--- config.mk ---
export PLATFORM = sky130hd
export DESIGN_NAME = alu_issue_ctrl
export DESIGN_NICKNAME = d
export VERILOG_FILES = /design/src/rtl/alu_issue_ctrl.sv
export SDC_FILE = /design/constraint.sdc
export NUM_CORES = 1
export LEC_CHECK = 0
export BUFFER_PORTS_ARGS = -buffer_cell sky130_fd_sc_hd__buf_4
export CAP_MARGIN = 15
export CORE_ASPECT_RATIO = 1.25
export CORE_MARGIN = 10
export CORE_UTILIZATION = 40
export CTS_CLUSTER_DIAMETER = 40
export CTS_CLUSTER_SIZE = 14
export DETAILED_ROUTE_END_ITERATION = 8
export PLACE_DENSITY = 0.73
export SYNTH_ARGS = -nofsm -noshare
export SYNTH_HDL_FRONTEND = slang
export SYNTH_SLANG_ARGS = --single-unit
--- constraint.sdc ---
create_clock -name clk -period 1.6 [get_ports clk]
set_clock_uncertainty 0.05 [all_clocks]
set_input_delay 0.16 -clock clk [delete_from_list [all_inputs] [get_ports clk]]
set_output_delay 0.16 -clock clk [all_outputs]
set_load 0.02 [all_outputs]
--- src/rtl/alu_issue_ctrl.sv ---
// -----------------------------------------------------------------------------
// alu_issue_ctrl
//   Front-end driver for an external alu32. It accepts one RV32I ALU (OP or
//   OP-IMM) or branch instruction together with its rs1/rs2 values, decodes it
//   into alu32's f/b/shamt encoding, and holds the ALU inputs for one EXEC
//   cycle. It then captures alu_y/alu_zero and returns the result and branch
//   decision over a valid/ready response port. One operation is in flight at
//   a time, so the peak rate is one operation every three cycles.
//
//   Optional feature macro: ALU_EXT_EN
//     defined   : OP with funct7=0100000 is also legal for funct3 001
//                 (f=1001, arithmetic left shift) and 110 (f=1110, NOR).
//     undefined : those encodings decode as illegal.
//
// Ports
//   clk, rst                   clock, synchronous active-high reset
//   req_valid/req_ready        request handshake (ready only while idle)
//   req_instr/req_rs1/req_rs2  instruction word and operand values
//   alu_a/alu_b/alu_shamt/alu_f  registered alu32 inputs, f = {switch, op}
//   alu_y/alu_zero             alu32 result and zero flag
//   rsp_valid/rsp_ready        response handshake
//   rsp_result/rsp_taken/rsp_illegal  captured result, branch decision, flag
//   ops_done                   completed responses, wraps modulo 2^CNT_W
// -----------------------------------------------------------------------------
module alu_issue_ctrl #(
  parameter int          CNT_W          = 16,
  parameter logic [31:0] ILLEGAL_RESULT = 32'h0
) (
  input  logic             clk,
  input  logic             rst,
  input  logic             req_valid,
  output logic             req_ready,
  input  logic [31:0]      req_instr,
  input  logic [31:0]      req_rs1,
  input  logic [31:0]      req_rs2,
  output logic [31:0]      alu_a,
  output logic [31:0]      alu_b,
  output logic [4:0]       alu_shamt,
  output logic [3:0]       alu_f,
  input  logic [31:0]      alu_y,
  input  logic             alu_zero,
  output logic             rsp_valid,
  input  logic             rsp_ready,
  output logic [31:0]      rsp_result,
  output logic             rsp_taken,
  output logic             rsp_illegal,
  output logic [CNT_W-1:0] ops_done
);

  localparam logic [1:0] IDLE = 2'd0;
  localparam logic [1:0] EXEC = 2'd1;
  localparam logic [1:0] RESP = 2'd2;

  localparam logic [6:0] OPC_OP     = 7'b0110011;
  localparam logic [6:0] OPC_OP_IMM = 7'b0010011;
  localparam logic [6:0] OPC_BRANCH = 7'b1100011;
  localparam logic [6:0] F7_BASE    = 7'b0000000;
  localparam logic [6:0] F7_ALT     = 7'b0100000;

  logic [1:0] state;

  logic [6:0] opcode;
  logic [6:0] funct7;
  logic [2:0] funct3;

  logic        dec_illegal_p0;
  logic        dec_branch_p0;
  logic        dec_use_zero_p0;
  logic        dec_invert_p0;
  logic [31:0] dec_b_p0;
  logic [4:0]  dec_shamt_p0;
  logic [3:0]  dec_f_p0;

  logic illegal_p1;
  logic branch_p1;
  logic use_zero_p1;
  logic invert_p1;

  // Register/rd fields are not needed by the ALU path.
  logic unused_instr_bits;
  assign unused_instr_bits = ^req_instr[19:7];

  function automatic logic [31:0] sext12(input logic [11:0] imm);
    logic signed [11:0] s;
    s = imm;
    return 32'(s);
  endfunction

  // funct3 values that may carry the alternate funct7 (0100000) in OP.
  function automatic logic op_alt_ok(input logic [2:0] f3);
`ifdef ALU_EXT_EN
    return (f3 == 3'b000) || (f3 == 3'b101) || (f3 == 3'b001) || (f3 == 3'b110);
`else
    return (f3 == 3'b000) || (f3 == 3'b101);
`endif
  endfunction

  assign opcode = req_instr[6:0];
  assign funct3 = req_instr[14:12];
  assign funct7 = req_instr[31:25];

  // ---- stage p0: combinational decode of the presented request ----
  always_comb begin
    dec_illegal_p0  = 1'b0;
    dec_branch_p0   = 1'b0;
    dec_use_zero_p0 = 1'b0;
    dec_invert_p0   = 1'b0;
    dec_b_p0        = req_rs2;
    dec_shamt_p0    = req_rs2[4:0];
    dec_f_p0        = {1'b0, funct3};
    case (opcode)
      OPC_OP: begin
        if (funct7 == F7_BASE || (funct7 == F7_ALT && op_alt_ok(funct3)))
          dec_f_p0 = {req_instr[30], funct3};
        else
          dec_illegal_p0 = 1'b1;
      end
      OPC_OP_IMM: begin
        dec_b_p0     = sext12(req_instr[31:20]);
        dec_shamt_p0 = req_instr[24:20];
        if (funct3 == 3'b001) begin
          if (funct7 != F7_BASE) dec_illegal_p0 = 1'b1;
        end else if (funct3 == 3'b101) begin
          if (funct7 == F7_BASE || funct7 == F7_ALT)
            dec_f_p0 = {req_instr[30], funct3};
          else
            dec_illegal_p0 = 1'b1;
        end
      end
      OPC_BRANCH: begin
        dec_branch_p0 = 1'b1;
        case (funct3)
          3'b000: begin dec_f_p0 = 4'b1000; dec_use_zero_p0 = 1'b1; end
          3'b001: begin dec_f_p0 = 4'b1000; dec_use_zero_p0 = 1'b1; dec_invert_p0 = 1'b1; end
          3'b100: dec_f_p0 = 4'b0010;
          3'b101: begin dec_f_p0 = 4'b0010; dec_invert_p0 = 1'b1; end
          3'b110: dec_f_p0 = 4'b0011;
          3'b111: begin dec_f_p0 = 4'b0011; dec_invert_p0 = 1'b1; end
          default: dec_illegal_p0 = 1'b1;
        endcase
      end
      default: dec_illegal_p0 = 1'b1;
    endcase
  end

  assign req_ready = (state == IDLE);
  assign rsp_valid = (state == RESP);

  always_ff @(posedge clk) begin
    if (rst) begin
      state       <= IDLE;
      alu_a       <= '0;
      alu_b       <= '0;
      alu_shamt   <= '0;
      alu_f       <= '0;
      illegal_p1  <= 1'b0;
      branch_p1   <= 1'b0;
      use_zero_p1 <= 1'b0;
      invert_p1   <= 1'b0;
      rsp_result  <= '0;
      rsp_taken   <= 1'b0;
      rsp_illegal <= 1'b0;
      ops_done    <= '0;
    end else begin
      case (state)
        // ---- stage p0 -> p1: latch decode onto the ALU inputs ----
        IDLE: begin
          if (req_valid) begin
            alu_a       <= req_rs1;
            alu_b       <= dec_b_p0;
            alu_shamt   <= dec_shamt_p0;
            alu_f       <= dec_f_p0;
            illegal_p1  <= dec_illegal_p0;
            branch_p1   <= dec_branch_p0;
            use_zero_p1 <= dec_use_zero_p0;
            invert_p1   <= dec_invert_p0;
            state       <= EXEC;
          end
        end
        // ---- stage p1 -> p2: capture alu32 outputs into the response ----
        EXEC: begin
          rsp_illegal <= illegal_p1;
          rsp_result  <= illegal_p1 ? ILLEGAL_RESULT : alu_y;
          // BEQ/BNE look at zero from a subtract; the others at slt/sltu bit 0.
          rsp_taken   <= !illegal_p1 && branch_p1 &&
                         ((use_zero_p1 ? alu_zero : alu_y[0]) ^ invert_p1);
          state       <= RESP;
        end
        // ---- stage p2: hold the response until the consumer takes it ----
        RESP: begin
          if (rsp_ready) begin
            ops_done <= ops_done + CNT_W'(1);
            state    <= IDLE;
          end
        end
        default: state <= IDLE;
      endcase
    end
  end

endmodule
# After elaboration in Yosys (flattened, before gate mapping)

Index checks and enable logic that the tools add are counted.

Input port bits: 133
Output and inout port bits: 125
Logic and storage cells: 72
Register bits: 129

Add/subtract/negate cells: 1
Muxes and demuxes: 25
Bitwise logic cells: 1
Reduce and logical (&&, ||, !) cells: 19
Eq/ne operators: 13

Operator list:

| operator                                                         | number |
|---|---|
| 32-bit two-way mux                                               | 2 |
| 4-bit one-hot mux with 3 select lines                            | 2 |
| 16-bit by 1-bit adder with 16-bit output (second input constant) | 1 |
| 4-bit two-way mux                                                | 4 |
| 7-bit by 6-bit == test with 1-bit output (second input constant) | 2 |
| 3-bit == test (second input constant)                            | 4 |
| 1-bit two-way mux                                                | 12 |
| 7-bit by 5-bit == test with 1-bit output (second input constant) | 1 |
| 7-bit == test (second input constant)                            | 1 |
| 7-bit zero test                                                  | 1 |
| 7-bit nonzero test                                               | 1 |
| 2-bit one-hot mux with 3 select lines                            | 1 |
| 2-bit AND reduction                                              | 3 |
| 2-bit OR reduction                                               | 3 |
| 6-bit OR reduction                                               | 1 |
| 5-bit two-way mux                                                | 1 |
| 2-bit two-way mux                                                | 2 |
| 3-bit by 1-bit == test with 1-bit output (second input constant) | 1 |
| 1-bit logical AND                                                | 3 |
| 3-bit zero test                                                  | 1 |
| 1-bit logical OR                                                 | 3 |
| 1-bit one-hot mux with 3 select lines                            | 1 |
| 3-bit OR reduction                                               | 1 |
| 2-bit by 1-bit == test with 1-bit output (second input constant) | 1 |
| 6 further kinds                                                  | 6 |

# Depth between registers and ports, before layout

Gate-level depths: netlist (run 1).

Depth after elaboration: 6
Gate-level depth with buffers: 6
Mapped depth without buffers: 4

# Least setup slack after synthesis (run 1)

OpenSTA, ideal clock, no wires.

Path kind: register to register
Start: reg ops_done[2]
End: reg ops_done[15]
Buffers on the path: 0
Slack: -0.190 ns
Cell stages (with the launch flop): 5
Data required time: 1.480 ns
Arrival: 1.669 ns
Cells stage by stage: dfxtp_1 -> nand4b_2 -> or4_4 -> or3_1 -> a21oi_1

Word-level cells in the longest chain between the ends: 1

Ends and longest elaborated chain:

| what                                     | line | RTL |
|---|---|---|
| from (decl)                              | 47   | `output logic [CNT_W-1:0] ops_done` |
| from (signal assigned)                   | 192  | `ops_done <= ops_done + CNT_W'(1);` |
| 16-bit by 1-bit adder with 16-bit output | 192  |  |

Every way passes these cells.
A chain may end at the register's enable or synchronous reset.

# Worst setup path after layout (run 1)

Start: reg state[0]
End: reg ops_done[15]

Word-level cells in the longest chain between the ends: 2

Ends and longest elaborated chain:

| what                                 | line | RTL |
|---|---|---|
| from (decl)                          | 60   | `logic [1:0] state;` |
| from (signal assigned)               | 151  | `state <= IDLE;` |
| from (signal assigned)               | 177  | `state <= EXEC;` |
| from (signal assigned)               | 187  | `state <= RESP;` |
| 2-bit == test                        | 165  | `case (state)` |
| 2-bit AND reduction (no source line) | --   |  |

Every way passes these cells.

==> results of run 1 <==
cell families (layout without fill, tap and decap cells):
group / after synthesis / after routing / share of synthesized area (%)
compound gates: 126 / 126 / 14.68
xor+xnor: 12 / 12 / 2.094
fa+ha+maj: 1 / 1 / 0.2493
buf+inv: 57 / 350 / 4.936
flops: 124 / 124 / 49.46
mux: 13 / 13 / 2.593
other cells: 0 / 2 / 0
simple gates: 266 / 266 / 25.98
per-layer routing:
metal	part of all wire, %	GRT usage [%]	wire length, um
met1	37	19.59	6657
met2	49	32.77	8818
met5	0	0	0
met4	2.4	7.195	442
met3	12	10.74	2228
cells in the mapped netlist (all sizes together) (2+ instances only):
cell     number  share of area [%]
xnor2         3               0.52
nor2b         3               0.37
nor3b        33                4.9
a211oi       35                5.2
xor2          9                1.6
o21ai         8               0.80
nand4         5               0.62
clkbuf       37                2.8
nand3b        3               0.45
and3          3               0.37
nand2        80                6.0
nor3         25                2.5
nand4bb       2               0.45
a21oi        77                7.7
nand3         8               0.80
mux2i        13                2.6
nor4          2               0.25
nand4b        2               0.47
dfxtp       124                 49
nor2         83                6.2
nand2b        3               0.37
inv           4               0.30
buf          16                1.9
or3           5               0.62
power groups by stage:
stage                     logic (mW)  registers, mW  clock network [mW]
final                           1.47           3.35                3.67
after global placement          1.35           3.40                   0
after global routing            1.59           3.37                3.88
after floorplan                0.483           3.60                   0
after detailed placement        1.38           3.41                   0
after CTS                       1.45           3.35                3.75
how the worst max path moves through the flow:
stage,endpoint,slack (ns),cells after the start
6_report,ops_done[15]$_SDFFE_PP0P_,-0.02,4
5_1_grt,ops_done[13]$_SDFFE_PP0P_,-0.09,4
4_1_cts,ops_done[13]$_SDFFE_PP0P_,-0.04,4
3_5_place_dp,alu_b[21]$_SDFFE_PP0P_,-0.05,6
3_3_place_gp,ops_done[13]$_SDFFE_PP0P_,-0.01,4
2_1_floorplan,ops_done[13]$_SDFFE_PP0P_,0.01,4
timing repair:
| action | 4_1_cts | 5_1_grt |
|---|---|---|
| pin swaps | 0 | 5 |
| gates cloned | 0 | 1 |
| setup buffers | 0 | 2 |
| hold endpoints to repair | 32 | 0 |
| resized for setup | 3 | 11 |
| hold buffers | 32 | 0 |
| setup endpoints to repair | 5 | 27 |
sequential cells by signal, indices dropped and copies added (netlist names):
| register | flops |
|---|---|
| alu_a | 32 |
| alu_b | 32 |
| alu_f | 4 |
| branch_p1 | 1 |
| illegal_p1 | 1 |
| invert_p1 | 1 |
| ops_done | 16 |
| rsp_illegal | 1 |
| rsp_result | 32 |
| rsp_taken | 1 |
| state | 2 |
| use_zero_p1 | 1 |
cell type report:
class | count | area [um^2] | area share [%]
repair buffers | 315 | 2565 | 31.19
inverters | 4 | 15.01 | 0.1826
diodes | 2 | 5.005 | 0.06085
flip-flops and latches | 124 | 2522 | 30.67
multi-input cells | 418 | 2341 | 28.46
clock buffers | 21 | 483.0 | 5.873
well taps | 164 | 205.2 | 2.495
clock inverters | 10 | 87.58 | 1.065
worst max-delay path, delay by kind of cell, from the launching register on:
family	cells	cell delay (ns)
AOI/OAI and AO/OA	1	0.13
DFF	1	0.32
and+or+nand+nor	3	1.06
==> summary.md, run 1 <==
| Metric | Value |
|---|---|
| Final Hold Violating Endpoints | 0 |
| Final core occ | between 60 and 70% |
| Fraction of registers with async set/reset | 0% |
| Crit-path max cell delay | about 0.55 ns |
| 1st-iter DRT viols | 227 |
| Design Power | between 8 and 9 mW |
| Port-buffer cells | 247 |
| Final Cell Area | approximately 8200 um^2 |
| Maximum vdd drop | between 600 and 700 uV |
| Ports | approximately 260 |
| Hold Startpoint | req_rs2[23] |
| Combinational power share | between 10% and 20% |
| DRC | 0 |
| Crit path launch | state[0]$_SDFFE_PP0P_ |
| Final weighted congestion in routability-driven placement | 0.8054 |
| Clock slew at reported path FFs | 0.06 ns |
| Total GRT Usage | 19.44% |
| Leakage | between 3 and 4 nW |
| # H-tree levels | 4 |
| Reg2reg end | ops_done[15]$_SDFFE_PP0P_ |
| Initial core utilization | about two fifths |
| Slew HR | 77.45% |
| Worst R2R Path Depth | 4 |
| Total Neg Setup Slack | -0.03370 ns |
| PD cells | 1033 nW/um^2 |
| Root Buffer | clkbuf_16 |
| First drt pass iteration count | 4 |
| Worst Hold Class | input pin to register |
| Crit end category | register |
| Die ar. | between 15,000 and 20,000 um^2 |
| HPWL Detailed | 12.95 mm |
| Antenna violations before repair | 2 |
| Cell count after synthesis | about 600 |
| Final Net Count | between 1,000 and 1,500 |
| Grt total ovfl | 0 |
| Worst-skew pair later-pin latency | 0.41 ns |
| Crit path max fanout | 5 |
| Detail Route Antenna Nets | 0 |
| Max Transition Viols Final | 0 |
| Wire length per cell | roughly 17 um |
| CTS max path bufs | 2 |
| Slowest CP cell | or4_4 |
| Max Fclk | 0.6178 GHz |
| Arrival @ worst endpoint | between 1.5 and 2 ns |
| Hold Slack | 0.02251 ns |
| Syn Nets | ~730 |
| R2R setup slack | -0.02 ns |
| P&R area growth vs syn | 63.87% |
| Commonest non-fill, non-tap cells in the layout | buf_4 (273), dfxtp_1 (112), nor2_1 (82), nand2_1 (79), a21oi_1 (75) |
| Total Routed Length | around 18 mm |
| Worst hold path depth | 3 |
| RSZ-0062 raised after global routing | true |
| Max cap viols | 0 |
| Worst endpoint required time | 1.89 ns |
| Period utilization | 101.2% |
| Violated checks | negative setup slack |
| Crit Path Class | register to register |
| Layout fillers | about 970 |
| Post-synthesis sequential area ratio | ~50% |
| Mapped cell area | between 5000 and 6000 um^2 |
| Net Sw Frac | 26.38% |
| WHS Endpoint | alu_b[23]$_SDFFE_PP0P_ |
| DP Area | roughly 7200 um^2 |
| Vias | roughly 5,400 |
| P_int | about 6.3 mW |
| Min Tclk post-route | approximately 1.6 ns |
| Top FF cell, synth | dfxtp_1 |
| Net Switching | 2.240 mW |
| Total core area | 12,220 um^2 |
| CP Launch Type | register |
| Number of synthesized flops with an enable pin | 0 |
| Worst setup margin | -0.01857 ns |
| Yosys reg bits | ~120 |
| Final cell count without fillers | ~1,100 |
| Flop pwr share | between 30% and 40% |
| Distinct cell type count after synthesis | 44 |
| CP Cell Sequence | nand4b_4 -> or4_4 -> or3_1 -> a21oi_2 |
| Clk sink count | around 120 |
| Worst slack at placement | -0.05427 ns |
| Syn_area_per_cell | between 8 and 9 um^2 |
| Reg2reg start | state[0]$_SDFFE_PP0P_ |
| FP Rows | 45 |
| Yosys warning count | 0 |
| Maximum number of pins on one net before global-route repair | 68 |
| Slew at the pin with the worst max-slew slack | about 0.34 ns |
| Placed cells | just under 1,000 |
| Die X | 120.2 um |
| Outcome | finished with violations |
| First-pass GRT wire length | approximately 28 mm |
| Commonest non-fill, non-tap cell in the layout | buf_4 |
| Total clock buffers created by CTS | 17 |
| Setup-failing EPs final | 2 |
| Via density | 5.057 |
| Layout cells sized above 1 | around 38% |
| Clk pwr share | 43.2% |
| Die Height | between 100 and 150 um |
| Vias in the first global route | between 5,000 and 6,000 |
| TritonCTS clock tree | built |
Note: power is estimated with default switching activity, not from simulation.
==> inputs of run 2 (changes only) <==
--- a/config.mk
+++ b/config.mk
@@ -9,11 +9,11 @@
 export CAP_MARGIN = 15
 export CORE_ASPECT_RATIO = 1.25
 export CORE_MARGIN = 10
-export CORE_UTILIZATION = 40
+export CORE_UTILIZATION = 41
 export CTS_CLUSTER_DIAMETER = 40
 export CTS_CLUSTER_SIZE = 14
 export DETAILED_ROUTE_END_ITERATION = 8
-export PLACE_DENSITY = 0.73
+export PLACE_DENSITY = 0.74
 export SYNTH_ARGS = -nofsm -noshare
 export SYNTH_HDL_FRONTEND = slang
 export SYNTH_SLANG_ARGS = --single-unit
==> summary.md, run 2 (synthesis results as in run 1) <==
| Metric | Value |
|---|---|
| Commonest non-fill, non-tap cell in the layout | buf_4 |
| Total clock buffers created by CTS | 17 (unchanged) |
| Leakage | 3.747 nW (+1.8%) |
| Final Hold Violating Endpoints | 0 (unchanged) |
| Stages on worst setup path | 4 (unchanged) |
| Placed cells | 995 (+0.51%) |
| Violated checks | negative setup slack |
| Clk sink count | 124 (unchanged) |
| Met1 GRT Util | 21.43% (+1.8 points) |
| Biggest registers after layout | alu_a x32, alu_b x32, rsp_result x32 |
| Worst slack at placement | -0.06937 ns (-0.01510 ns) |
| RSZ-0062 raised after global routing | true |
| CP Launch Type | register |
| Min Tclk post-route | 1.634 ns (+0.01521 ns) |
| Worst Hold Class | input pin to register |
| HPWL Detailed | 12.85 mm (-0.80%) |
| Max Transition Viols Final | 0 (unchanged) |
| Arrival @ worst endpoint | 1.92 ns (about the same) |
| 1st-iter DRT viols | 344 (+52%) |
| Design Power | 8.744 mW (+3.0%) |
| Slew at the pin with the worst max-slew slack | 0.5054 ns (+0.1672 ns) |
| First drt pass iteration count | 4 (unchanged) |
| Layout cells sized above 1 | 40.20% (+2.3 points) |
| Antenna violations before repair | 0 (-2) |
| Via density | 5.061 (about the same) |
| First-pass GRT wire length | 27.35 mm (-2.1%) |
| Final Net Count | 1,019 (+0.49%) |
| Family with the most delay on the worst path | simple AND/OR/NAND/NOR gates |
| Met3 Usage GRT | 9.262% (-1.5 points) |
| Wire length per cell | 16.49 um (-3.9%) |
| Vias in the first global route | 5,527 (+0.95%) |
| Grt total ovfl | 0 (unchanged) |
| # H-tree levels | 4 (unchanged) |
| Initial core utilization | 41.65% (+0.58 points) |
| CTS max path bufs | 2 (unchanged) |
| Die ar. | 17,090 um^2 (-2.1%) |
| Maximum vdd drop | 623.9 uV (+1.1%) |
| Commonest non-fill, non-tap cells in the layout | buf_4 (279), dfxtp_1 (112), nor2_1 (82), nand2_1 (79), a21oi_1 (75) |
| GR peak layer | met2 |
| Root Buffer | clkbuf_16 |
| Crit-path max cell delay | 0.56 ns (about the same) |
| Outcome | finished with violations |
| Port-buffer cells | 247 (unchanged) |
| TritonCTS clock tree | built |
| Worst-skew pair later-pin latency | 0.40 ns (about the same) |
| Final cell count without fillers | 1,064 (+0.57%) |
| GR Util met2 | 31.52% (-1.2 points) |
| Total core area | 12,050 um^2 (-1.4%) |
| WP buf/inv | 0 (unchanged) |
| Detail Route Antenna Nets | 0 (unchanged) |
| Worst endpoint required time | 1.88 ns (about the same) |
| Crit Path Class | register to register |
| Period utilization | 102.1% (+0.95 points) |
| Max cap viols | 0 (unchanged) |
| Worst hold path depth | 3 (unchanged) |
| Slew HR | 66.31% (-11 points) |
| Slowest CP cell | or4_4 |
| Crit path max fanout | 5 (unchanged) |
| Vias | 5,385 (+0.65%) |
| Setup-failing EPs final | 1 (-1) |
| PD cells | 1044 nW/um^2 (+1.1%) |
| Total Routed Length | 17.54 mm (-3.3%) |
| Total GRT Usage | 19.44% (about the same) |
| Max Fclk | 0.6121 GHz (-0.93%) |
| Die Height | 143.7 um (-1.1%) |
| Ports | 258 (unchanged) |
| Worst setup margin | -0.03378 ns (-0.01521 ns) |
| Worst R2R Path Depth | 4 (unchanged) |
| Final weighted congestion in routability-driven placement | 0.7925 (-1.6%) |
| DRC | 0 (unchanged) |
| Maximum number of pins on one net before global-route repair | 68 (unchanged) |
| Die X | 119.0 um (-1.0%) |
| R2R setup slack | -0.03 ns (-0.02 ns) |
| Crit end category | register |
| Clock slew at reported path FFs | 0.06 ns (about the same) |
| CP Cell Sequence | nand4_1 -> or4_4 -> or3_4 -> a21oi_2 |
| FP Rows | 45 (unchanged) |
| P&R area growth vs syn | 66.82% |
## run 2: cell types whose count changed in the layout (fill, tap and decap cells not counted), moves of 2 or more
cell / change
bufinv_16: +2
clkbuf_16: -2
buf_4: +6
nor3b_2: +18
nor3b_1: -18
## run 2: timing repair
item / in CTS / in global routing
gates cloned: 0 / 0
setup buffers: 0 / 3
pin swaps: 1 / 4
endpoints found under the hold margin: 32 / 0
setup endpoints to repair: 5 / 41
resized for setup: 4 / 27
hold buffers: 32 / 0
## run 2: per-layer routing
layer,routed length [um],vias to the layer above
met2,8384,217
met1,6979,2494
met3,1694,34
met4,486,0
li1,-,2640
met5,0,-
## run 2: through the flow
stage          util, %  area [um^2]  hold WS, ns  setup TNS (ns)
5_1_grt          69.44         8367      0.01935         -0.3554
6_report         69.48         8372      0.01831        -0.03378
2_1_floorplan        -         5062       0.2460               0
3_5_place_dp     60.28         7263       0.3649         -0.9373
4_1_cts          68.14         8210      0.01511        -0.04027
3_3_place_gp     60.28         7263       0.3572        -0.02582
## run 2: report_power, final
group	leakage (nW)	internal [mW]	switching (mW)	total (mW)
Sequential	1.02	3.25	0.100	3.35
Combinational	2.43	0.714	0.774	1.49
Clock	0.295	2.58	1.33	3.90
Total	3.75	6.54	2.20	8.74
## run 2: worst reg2reg max path, stage by stage, from the launching register on
cell and delay (ns):
dfxtp_4 0.34, nand4_1 0.13, or4_4 0.57, or3_4 0.35
a21oi_2 0.14
## run 2: worst paths after layout
check	start	end
max	ops_done[6]$_SDFFE_PP0P_	ops_done[15]$_SDFFE_PP0P_
min reg2reg	alu_a[10]$_SDFFE_PP0P_	alu_a[10]$_SDFFE_PP0P_
max reg2reg	ops_done[6]$_SDFFE_PP0P_	ops_done[15]$_SDFFE_PP0P_
min	req_rs2[11]	alu_b[11]$_SDFFE_PP0P_
## run 2: final cells by class
class | instances | area, um^2
Clock inverter | 10 | 137.6
Tap cell | 164 | 205.2
Fill cell | 973 | 3677
Sequential cell | 124 | 2520
Clock buffer | 22 | 475.5
Antenna cell | 2 | 5.005
Timing Repair Buffer | 320 | 2589
Multi-Input combinational cell | 418 | 2425
Inverter | 4 | 15.01
